**src/rtl/sha_sigma_u1_inv_gadget.sv**
```systemverilog
// Masked SHA-512 Sigma1 linear layer and its inverse.
// L(x) = rotr14(x) ^ rotr18(x) ^ rotr41(x), applied share-wise on a
// bit-interleaved layout (share j of bit i sits at index i*d+j).
// The inverse is L^63 because L^64 is the identity. It is computed
// iteratively, one application of L per clock.
//
// state | meaning
// ------+------------------------------------------------------------
// IDLE  | waiting for an operand, in_ready high
// RUN   | applying L once per cycle to the data register
// DONE  | result held on out_x, out_valid high until out_ready
module sha_sigma_u1_inv_gadget #(
    parameter int d = 2,
    localparam int word = 64
) (
    input  logic              clk,
    input  logic              rst,
    input  logic              in_valid,
    output logic              in_ready,
    input  logic              mode,
    input  logic [d*word-1:0] x_input,
    output logic              out_valid,
    input  logic              out_ready,
    output logic [d*word-1:0] out_x
);

    typedef enum logic [1:0] {
        IDLE = 2'd0,
        RUN  = 2'd1,
        DONE = 2'd2
    } state_t;

    state_t            state_q;
    state_t            state_d;
    logic [d*word-1:0] data_q;
    logic [5:0]        cnt_q;
    logic              mode_q;
    logic              last_iter;

    // Rotates whole d-bit groups, so shares never mix with each other.
    function automatic logic [d*word-1:0] sigma_l(input logic [d*word-1:0] x);
        logic [d*word-1:0] y;
        int s14;
        int s18;
        int s41;
        y = '0;
        for (int i = 0; i < word; i++) begin
            s14 = (i + 14) % word;
            s18 = (i + 18) % word;
            s41 = (i + 41) % word;
            for (int j = 0; j < d; j++) begin
                y[i*d+j] = x[s14*d+j] ^ x[s18*d+j] ^ x[s41*d+j];
            end
        end
        return y;
    endfunction

    // The counter holds the number of applications already done, so the
    // edge taking it to the target count is the last one.
    assign last_iter = mode_q ? (cnt_q == 6'd62) : (cnt_q == 6'd0);

    // State register
    always_ff @(posedge clk) begin
        if (rst) begin
            state_q <= IDLE;
        end else begin
            state_q <= state_d;
        end
    end

    // Next-state logic
    always_comb begin
        state_d = state_q;
        unique case (state_q)
            IDLE:    if (in_valid)  state_d = RUN;
            RUN:     if (last_iter) state_d = DONE;
            DONE:    if (out_ready) state_d = IDLE;
            default: state_d = IDLE;
        endcase
    end

    // Datapath: load on accept, one L application per RUN cycle.
    // The counter saturates at 63 and never wraps.
    always_ff @(posedge clk) begin
        if (rst) begin
            data_q <= '0;
            cnt_q  <= 6'd0;
            mode_q <= 1'b0;
        end else begin
            case (state_q)
                IDLE: begin
                    if (in_valid) begin
                        data_q <= x_input;
                        cnt_q  <= 6'd0;
                        mode_q <= mode;
                    end
                end
                RUN: begin
                    data_q <= sigma_l(data_q);
                    if (cnt_q != 6'd63) begin
                        cnt_q <= cnt_q + 6'd1;
                    end
                end
                default: ;
            endcase
        end
    end

    assign in_ready  = (state_q == IDLE);
    assign out_valid = (state_q == DONE);
    assign out_x     = data_q;

endmodule
```
**config.mk**
```make
export PLATFORM = sky130hd
export DESIGN_NAME = sha_sigma_u1_inv_gadget
export DESIGN_NICKNAME = d
export VERILOG_FILES = /design/src/rtl/sha_sigma_u1_inv_gadget.sv
export SDC_FILE = /design/constraint.sdc
export NUM_CORES = 1
export LEC_CHECK = 0
export ABC_AREA = 1
export CELL_PAD_IN_SITES_DETAIL_PLACEMENT = 0
export CELL_PAD_IN_SITES_GLOBAL_PLACEMENT = 2
export CORE_ASPECT_RATIO = 0.8
export CORE_MARGIN = 3
export CORE_UTILIZATION = 25
export CTS_BUF_LIST = sky130_fd_sc_hd__clkbuf_8 sky130_fd_sc_hd__clkbuf_16
export CTS_CLUSTER_SIZE = 12
export DETAILED_ROUTE_END_ITERATION = 6
export PLACE_DENSITY_LB_ADDON = 0.1
export SETUP_SLACK_MARGIN = 0.5
export SLEW_MARGIN = 30
export SYNTH_ARGS = -nofsm -noshare
export SYNTH_HDL_FRONTEND = slang
export SYNTH_SLANG_ARGS = --single-unit
export TNS_END_PERCENT = 100
```
**constraint.sdc**
```tcl
create_clock -name clk -period 2.15 [get_ports clk]
set_clock_uncertainty 0.2 [all_clocks]
set_input_delay 0.5375 -clock clk [delete_from_list [all_inputs] [get_ports clk]]
set_output_delay 0.5375 -clock clk [all_outputs]
set_load 0.03 [all_outputs]
```
==> results of run 1 <==
## metrics by stage
stage / utilization / setup TNS (ns)
3_5_place_dp: 0.3754 / -13.03
2_1_floorplan: - / 0
6_report: 0.4299 / 0
5_1_grt: 0.4299 / 0
3_3_place_gp: 0.3754 / -11.78
4_1_cts: 0.4147 / 0
## worst paths after layout
kind	startpoint	end	slack, ns	depth (start not counted)
min	rst	out_x[42]$_SDFFE_PP0P_	0.19	2
max reg2reg	state_q[0]$_SDFFE_PP0P_	out_x[21]$_SDFFE_PP0P_	0.35	9
min reg2reg	cnt_q[0]$_SDFFE_PP0P_	cnt_q[0]$_SDFFE_PP0P_	0.28	1
max	state_q[0]$_SDFFE_PP0P_	in_ready	0.30	2
## worst max-delay path: cells and delay by family (launching register included)
| family | cells | cell delay [ns] |
|---|---|---|
| flops | 1 | 0.36 |
| simple gates | 1 | 0.15 |
| buf+inv | 1 | 0.15 |
## metal layers
layer  vias to the layer above  part of all wire  track usage
met1                      4722              0.51       0.3072
met3                        14             0.050      0.04346
met4                         0            0.0061      0.03578
met2                       233              0.43       0.3077
li1                       5115                 -            -
met5                         -                 0            0
## power groups by stage
stage / Sequential (uW) / Clock (uW) / Combinational [uW]
2_1_floorplan: 3970 / 0 / 2200
3_3_place_gp: 3230 / 0 / 5160
3_5_place_dp: 3210 / 0 / 5170
4_1_cts: 3230 / 3550 / 5470
5_1_grt: 3270 / 3650 / 6370
6_report: 3230 / 3480 / 5850
## cells by family (layout without fill, tap and decap cells)
family | after synthesis | after routing
AOI/OAI and AO/OA | 319 | 319
xor gates and xnor gates | 155 | 155
adders and majority gates | 3 | 3
buffers and inverters | 221 | 641
DFF | 137 | 137
and+or+nand+nor | 521 | 521
## cell usage after synthesis
cell type	instances	area, um2
nand2_1	273	1025
a21oi_1	182	910.9
nor2_1	165	619.3
inv_1	153	574.3
dfxtp_1	137	2743
o21ai_0	101	505.5
xnor2_1	81	709.4
nand3_1	75	375.4
xor2_1	74	648.1
buf_2	30	150.1
o21ai_1	30	150.1
clkbuf_1	18	67.56
buf_4	10	75.07
a21o_1	6	45.04
buf_6	6	67.56
ha_1	3	37.54
inv_2	3	11.26
nand2_2	3	18.77
nand4_1	2	12.51
buf_1	1	3.750
nor2_2	1	6.260
nor2_4	1	11.26
or2_2	1	6.260
## flip-flops by register name, indices dropped and copies added, names as in the netlist
| name | flops |
|---|---|
| out_x | 128 |
| cnt_q | 6 |
| state_q | 2 |
| mode_q | 1 |
## cell type report
cell class	count	share of cell area
clock inverter	13	0.01426
tap	465	0.03971
clock buffer	19	0.03091
multi-input combinational	998	0.3486
timing repair buffer	452	0.3197
timing repair inverter	1	0.0007686
sequential	137	0.2037
inverter	156	0.04236
## repair_timing
action | in CTS | in global routing
endpoints found under the setup margin | 266 | 267
hold buffers | 0 | 0
pin swaps | 2 | 4
setup buffers | 37 | 11
cloned | 0 | 13
gates resized for setup | 1036 | 72
==> impl_metrics.py, run 1 <==
metrics = {
    "floorplanning": {
        "floorplan.die.width_um": 215.4,
        "fp.coreArea_mm2": 0.03408,
        "die-height_um": 173.6,
        "ioPinCount": 263,
        "starting_density_of_the_core": 0.2574,
        "site_row_count": 60,
        "fp.dieArea_mm2": 0.03739,
    },
    "grt": {
        "grt.overflow.total": 0,
        "first_pass_grt_wire_length_um": 59690,
        "grt_start_max_net_pins": 64,
        "grt_usage": 0.2060,
        "first_global_vias": 9708,
        "grt_antenna_before_repair": 0,
    },
    "timing": {
        "layout_setup_ws_ns": 0.3049,
        "fmaxAchievable_ghz": 0.5420,
        "hold_violations": 0,
        "rsz0062_at_grt": "true",
        "setup_violations": 0,
        "timing.final.crit_share": 0.8582,
        "worst-slew-pin-transition_ns": 0.4510,
        "timing.final.crit_period_ns": 1.845,
        "timing.slew.headroom": 0.6971,
        "fin_hold_ws_ns": 0.1899,
        "maxSlewViolCount": 0,
    },
    "status": {
        "run_status": "finished clean",
    },
    "pwr": {
        "seq_power_share": 0.257,
        "internal_power_uw": 7783,
        "power.leakage_uw": 0.006260,
        "post-layout-total-power_uw": 12570,
        "comb_power_share": 0.466,
        "ir_worst_vdd_uv": 450.1,
        "p_per_area_mw_per_mm2": 857.7,
        "pwr-share-clk": 0.277,
        "switching_share": 0.3807,
        "p_sw_uw": 4783,
    },
    "synthesis": {
        "synth-adder-area-share": 0.004278,
        "yosysWarnings": 0,
        "synth_top_family_by_area": "simple AND/OR/NAND/NOR gates",
        "syn_avg_cell_area_um2": 6.470,
        "synth_cell_type_count": 23,
        "synth_compound_gate_area_share": 0.1837,
        "seq_cells_post_synth": 137,
        "synth_sequential_area_ratio": 0.3126,
        "netlist_instances": 1356,
        "synth_xor_xnor_area_share": 0.1547,
        "post_synth_instance_area_mm2": 0.008773,
        "synth.mux.area_fraction": 0,
        "fraction_of_the_mapped_netlist_area_in_simple_logic_gates": 0.2365,
        "syn_nets": 1492,
    },
    "route": {
        "wirelength_um": 41670,
        "drc": 0,
        "post_drt_wl_per_cell_um": 18.59,
        "vias_per_cell": 4.500,
        "drt_first_pass_iters": 6,
        "route.vias.total": 10080,
        "final_antenna_net_count": 0,
        "count_of_routing_violations_after_the_opening_detailed_route_iteration": 579,
    },
    "cts": {
        "worst_skew_pair.late_latency_ns": 0.45,
        "cts-root-buf": "clkbuf_16",
        "cts_sinks": 137,
        "tritoncts": "yes",
        "cts.path.max_buffers": 2,
        "clk_pin_slew_worst_paths_ns": 0.07,
        "htree_num_levels": 4,
        "cts-buffers-inserted": 17,
    },
    "final_layout": {
        "multi_input_comb_area_mm2": 0.005107,
        "fin_cells": 2241,
        "diodes": 0,
        "fill_cells": 3662,
        "num-nets-final": 1899,
        "final_cell_area_mm2": 0.01465,
        "areaGrowthSynthToFinish_pct": 67.00,
        "layout.cells.most_common_list": "nand2_1 (273), a21oi_1 (181), nor2_1 (163)",
        "mostFrequentLayoutCell": "nand2_1",
        "seq_area_mm2": 0.002984,
        "drive_above_1_share": 0.2782,
    },
    "place": {
        "globalplace.congestion": 0.8048,
        "dpl.cell_count": 2148,
        "hpwl_um": 28490,
        "port_buffers": 262,
        "placed_area_mm2": 0.01279,
        "place_ws_ns": -0.2119,
    },
    "setup_path": {
        "crit_fanout": 3,
        "slowest_delay_ns": 0.36,
        "critPathCaptureType": "output pin",
        "timing.critical_path.slowest_stage_cell": "dfxtp_2",
        "timing.critical_path.arrival_ns": 1.11,
        "setup.worst_path.start_class": "flop",
        "setup.worst_path.class": "reg2out",
        "cp_cell_sequence": "nor2_4, buf_6",
        "crit_required_ns": 1.41,
    },
    "min_path": {
        "min-delay-path-class": "in2reg",
    },
    "flow_run": {
        "drv_cap": 0,
    },
}
Power figures use the tool's default switching activity.
==> inputs of run 2 (changes only) <==
--- a/config.mk
+++ b/config.mk
@@ -6,6 +6,7 @@
 export NUM_CORES = 1
 export LEC_CHECK = 0
 export ABC_AREA = 1
+export ABC_CLOCK_PERIOD_IN_PS = 2150
 export CELL_PAD_IN_SITES_DETAIL_PLACEMENT = 0
 export CELL_PAD_IN_SITES_GLOBAL_PLACEMENT = 2
 export CORE_ASPECT_RATIO = 0.8
==> results of run 2 <==
Same layout as run 1: the final DEF is identical, and so are final timing and power.
==> inputs of run 3 (changes only) <==
--- a/config.mk
+++ b/config.mk
@@ -6,17 +6,18 @@
 export NUM_CORES = 1
 export LEC_CHECK = 0
 export ABC_AREA = 1
-export ABC_CLOCK_PERIOD_IN_PS = 2150
+export ABC_CLOCK_PERIOD_IN_PS = 2300
 export CELL_PAD_IN_SITES_DETAIL_PLACEMENT = 0
 export CELL_PAD_IN_SITES_GLOBAL_PLACEMENT = 2
 export CORE_ASPECT_RATIO = 0.8
-export CORE_MARGIN = 3
-export CORE_UTILIZATION = 25
+export CORE_MARGIN = 2
+export CORE_UTILIZATION = 27
 export CTS_BUF_LIST = sky130_fd_sc_hd__clkbuf_8 sky130_fd_sc_hd__clkbuf_16
 export CTS_CLUSTER_SIZE = 12
 export DETAILED_ROUTE_END_ITERATION = 6
 export PLACE_DENSITY_LB_ADDON = 0.1
 export SETUP_SLACK_MARGIN = 0.5
+export SKIP_LAST_GASP = 1
 export SLEW_MARGIN = 30
 export SYNTH_ARGS = -nofsm -noshare
 export SYNTH_HDL_FRONTEND = slang
==> constraint.sdc (replaced) <==
create_clock -name clk -period 2.3 [get_ports clk]
set_clock_uncertainty 0.2 [all_clocks]
set_input_delay 0.575 -clock clk [delete_from_list [all_inputs] [get_ports clk]]
set_output_delay 0.575 -clock clk [all_outputs]
set_load 0.03 [all_outputs]
==> impl_metrics.py, run 3 (same netlist as run 1, synthesis figures left out) <==
metrics = {
    "timing": {
        "layout_setup_ws_ns": 0.4222,
        "hold_violations": 0,
        "maxSlewViolCount": 0,
        "setup_violations": 0,
        "worst-slew-pin-transition_ns": 0.4927,
        "timing.final.crit_share": 0.8164,
        "rsz0062_at_grt": "true",
        "timing.final.crit_period_ns": 1.878,
        "timing.slew.headroom": 0.6681,
        "fmaxAchievable_ghz": 0.5325,
    },
    "grt": {
        "grt_antenna_before_repair": 3,
        "grt.overflow.total": 0,
        "first_pass_grt_wire_length_um": 54590,
        "grt_usage": 0.2140,
        "globalRouteMet3Util": 0.04906,
        "grt_start_max_net_pins": 67,
        "grtUsageMet2": 0.2992,
        "met1_usage": 0.3291,
        "busiest_layer": "met1",
        "first_global_vias": 8949,
    },
    "min_path": {
        "worst_hold_path.endpoint": "out_x[34]$_SDFFE_PP0P_",
        "min-delay-path-class": "in2reg",
        "hold_path.startpoint": "rst",
        "worst_hold_path_cells": 2,
    },
    "pwr": {
        "comb_power_share": 0.452,
        "switching_share": 0.4048,
        "p_sw_uw": 4231,
        "seq_power_share": 0.294,
        "pwr-share-clk": 0.254,
        "power.leakage_uw": 0.005615,
        "ir_worst_vdd_uv": 506.5,
        "p_per_area_mw_per_mm2": 791.3,
        "internal_power_uw": 6221,
    },
    "place": {
        "placed_area_mm2": 0.01253,
        "hpwl_um": 27290,
        "port_buffers": 262,
        "globalplace.congestion": 0.8286,
        "place_ws_ns": -0.08070,
    },
    "floorplanning": {
        "ioPinCount": 263,
        "floorplan.die.width_um": 205.5,
        "starting_density_of_the_core": 0.2720,
        "fp.coreArea_mm2": 0.03226,
        "site_row_count": 59,
        "die-height_um": 165.2,
        "fp.dieArea_mm2": 0.03396,
    },
    "setup_path": {
        "critPathCaptureType": "output pin",
        "flop_to_flop_setup_slack_ns": 0.54,
        "setup.worst_path.start_class": "flop",
        "slowest_delay_ns": 0.38,
        "rr_worst_depth": 10,
        "setup.worst_path.class": "reg2out",
        "crit_fanout": 3,
        "crit_required_ns": 1.52,
        "cp_cell_sequence": "inv_6, nor2_4, buf_6",
        "critical_path.reg2reg.endpoint": "out_x[121]$_SDFFE_PP0P_",
        "timing.critical_path.arrival_ns": 1.10,
        "timing.critical_path.slowest_stage_cell": "dfxtp_4",
        "rr_startpoint": "state_q[0]$_SDFFE_PP0P_",
    },
    "final_layout": {
        "largest_reg_flops": 128,
        "final_cell_area_mm2": 0.01321,
        "mostFrequentLayoutCell": "nand2_1",
        "layout.cells.most_common_list": "nand2_1 (273), a21oi_1 (182), nor2_1 (163)",
        "num-nets-final": 1827,
        "areaGrowthSynthToFinish_pct": 50.56,
        "drive_above_1_share": 0.2073,
    },
    "flow_run": {
        "drv_cap": 0,
    },
    "cts": {
        "cts-buffers-inserted": 17,
        "post_cts_hold_buffer_count": 0,
        "cts.path.max_buffers": 2,
        "cts_sinks": 137,
        "cts-root-buf": "clkbuf_16",
        "clk_pin_slew_worst_paths_ns": 0.06,
        "htree_num_levels": 4,
        "worst_skew_pair.late_latency_ns": 0.44,
        "tritoncts": "yes",
    },
    "route": {
        "final_antenna_net_count": 0,
        "wirelength_um": 37590,
        "route.vias.total": 9591,
        "post_drt_wl_per_cell_um": 17.63,
        "count_of_routing_violations_after_the_opening_detailed_route_iteration": 534,
        "drc": 0,
        "vias_per_cell": 4.499,
        "drt_first_pass_iters": 6,
    },
    "status": {
        "run_status": "finished clean",
    },
}
## run 3: cell count changes in the layout (fill, tap and decap cells not counted), moves of 3 or more
cell,change
buf_6,-102
buf_4,+4
dfxtp_1,+69
clkinv_2,+4
clkbuf_4,+13
buf_12,-3
dfxtp_4,-4
buf_2,+26
dfxtp_2,-65
buf_16,-4
bufinv_16,-5
clkbuf_16,-6
## run 3: worst max path at each step
stage	startpoint	slack, ns	end	cells past startpoint
2_1_floorplan	rst	0.63	cnt_q[5]$_SDFFE_PP0P_	4
3_3_place_gp	in_valid	-0.07	out_x[119]$_SDFFE_PP0P_	10
3_5_place_dp	in_valid	-0.08	out_x[121]$_SDFFE_PP0P_	10
4_1_cts	state_q[1]$_SDFFE_PP0P_	0.38	out_valid	3
5_1_grt	state_q[1]$_SDFFE_PP0P_	0.37	out_valid	3
6_report	state_q[1]$_SDFFE_PP0P_	0.42	out_valid	3
## run 3: layout make-up
type / count / area, um2
flip-flops and latches: 137 / 2888
repair buffers: 381 / 3502
fillers: 3491 / 19050
clock buffers: 19 / 452.9
well taps: 427 / 534.3
clock inverters: 12 / 86.33
inverters: 156 / 623.1
multi-input cells: 998 / 5117
diodes: 2 / 5.005
## run 3: routing by layer
metal / up-vias / wire length [um]
met2: 229 / 15430
li1: 4962 / -
met5: - / 12
met1: 4380 / 19740
met3: 18 / 2084
met4: 2 / 309
## run 3: what timing repair did
action	CTS	global route
gates cloned	1	4
pin swaps	2	2
setup buffers	2	1
endpoints found under the hold margin	0	0
setup endpoints to repair	236	149
gates resized for setup	814	106
## run 3: worst max-delay path, delay by kind of cell (launching register included)
kind	cells	cell delay, ns
buffers and inverters	2	0.19
AND/OR/NAND/NOR	1	0.10
flip-flops	1	0.38
## run 3: power by group through the flow
stage | combinational (uW) | sequential [uW] | clock, uW
finish | 4730 | 3070 | 2660
global route | 5160 | 3120 | 2850
CTS | 4570 | 3050 | 2740
detailed placement | 4650 | 3070 | 0
global placement | 4650 | 3070 | 0
floorplan | 2050 | 3710 | 0
## run 3: metrics by stage
step	total power, uW	setup TNS [ns]	util	hold slack (ns)	cells
detailed placement	7718	-0.5667	0.3885	0.3083	2091
finish	10450	0	0.4095	0.2413	2132
floorplan	5761	0	-	0.2773	1356
global route	11120	0	0.4094	0.2313	2131
CTS	10370	0	0.3979	0.2179	2125
global placement	7726	-0.3032	0.3885	0.3062	2091
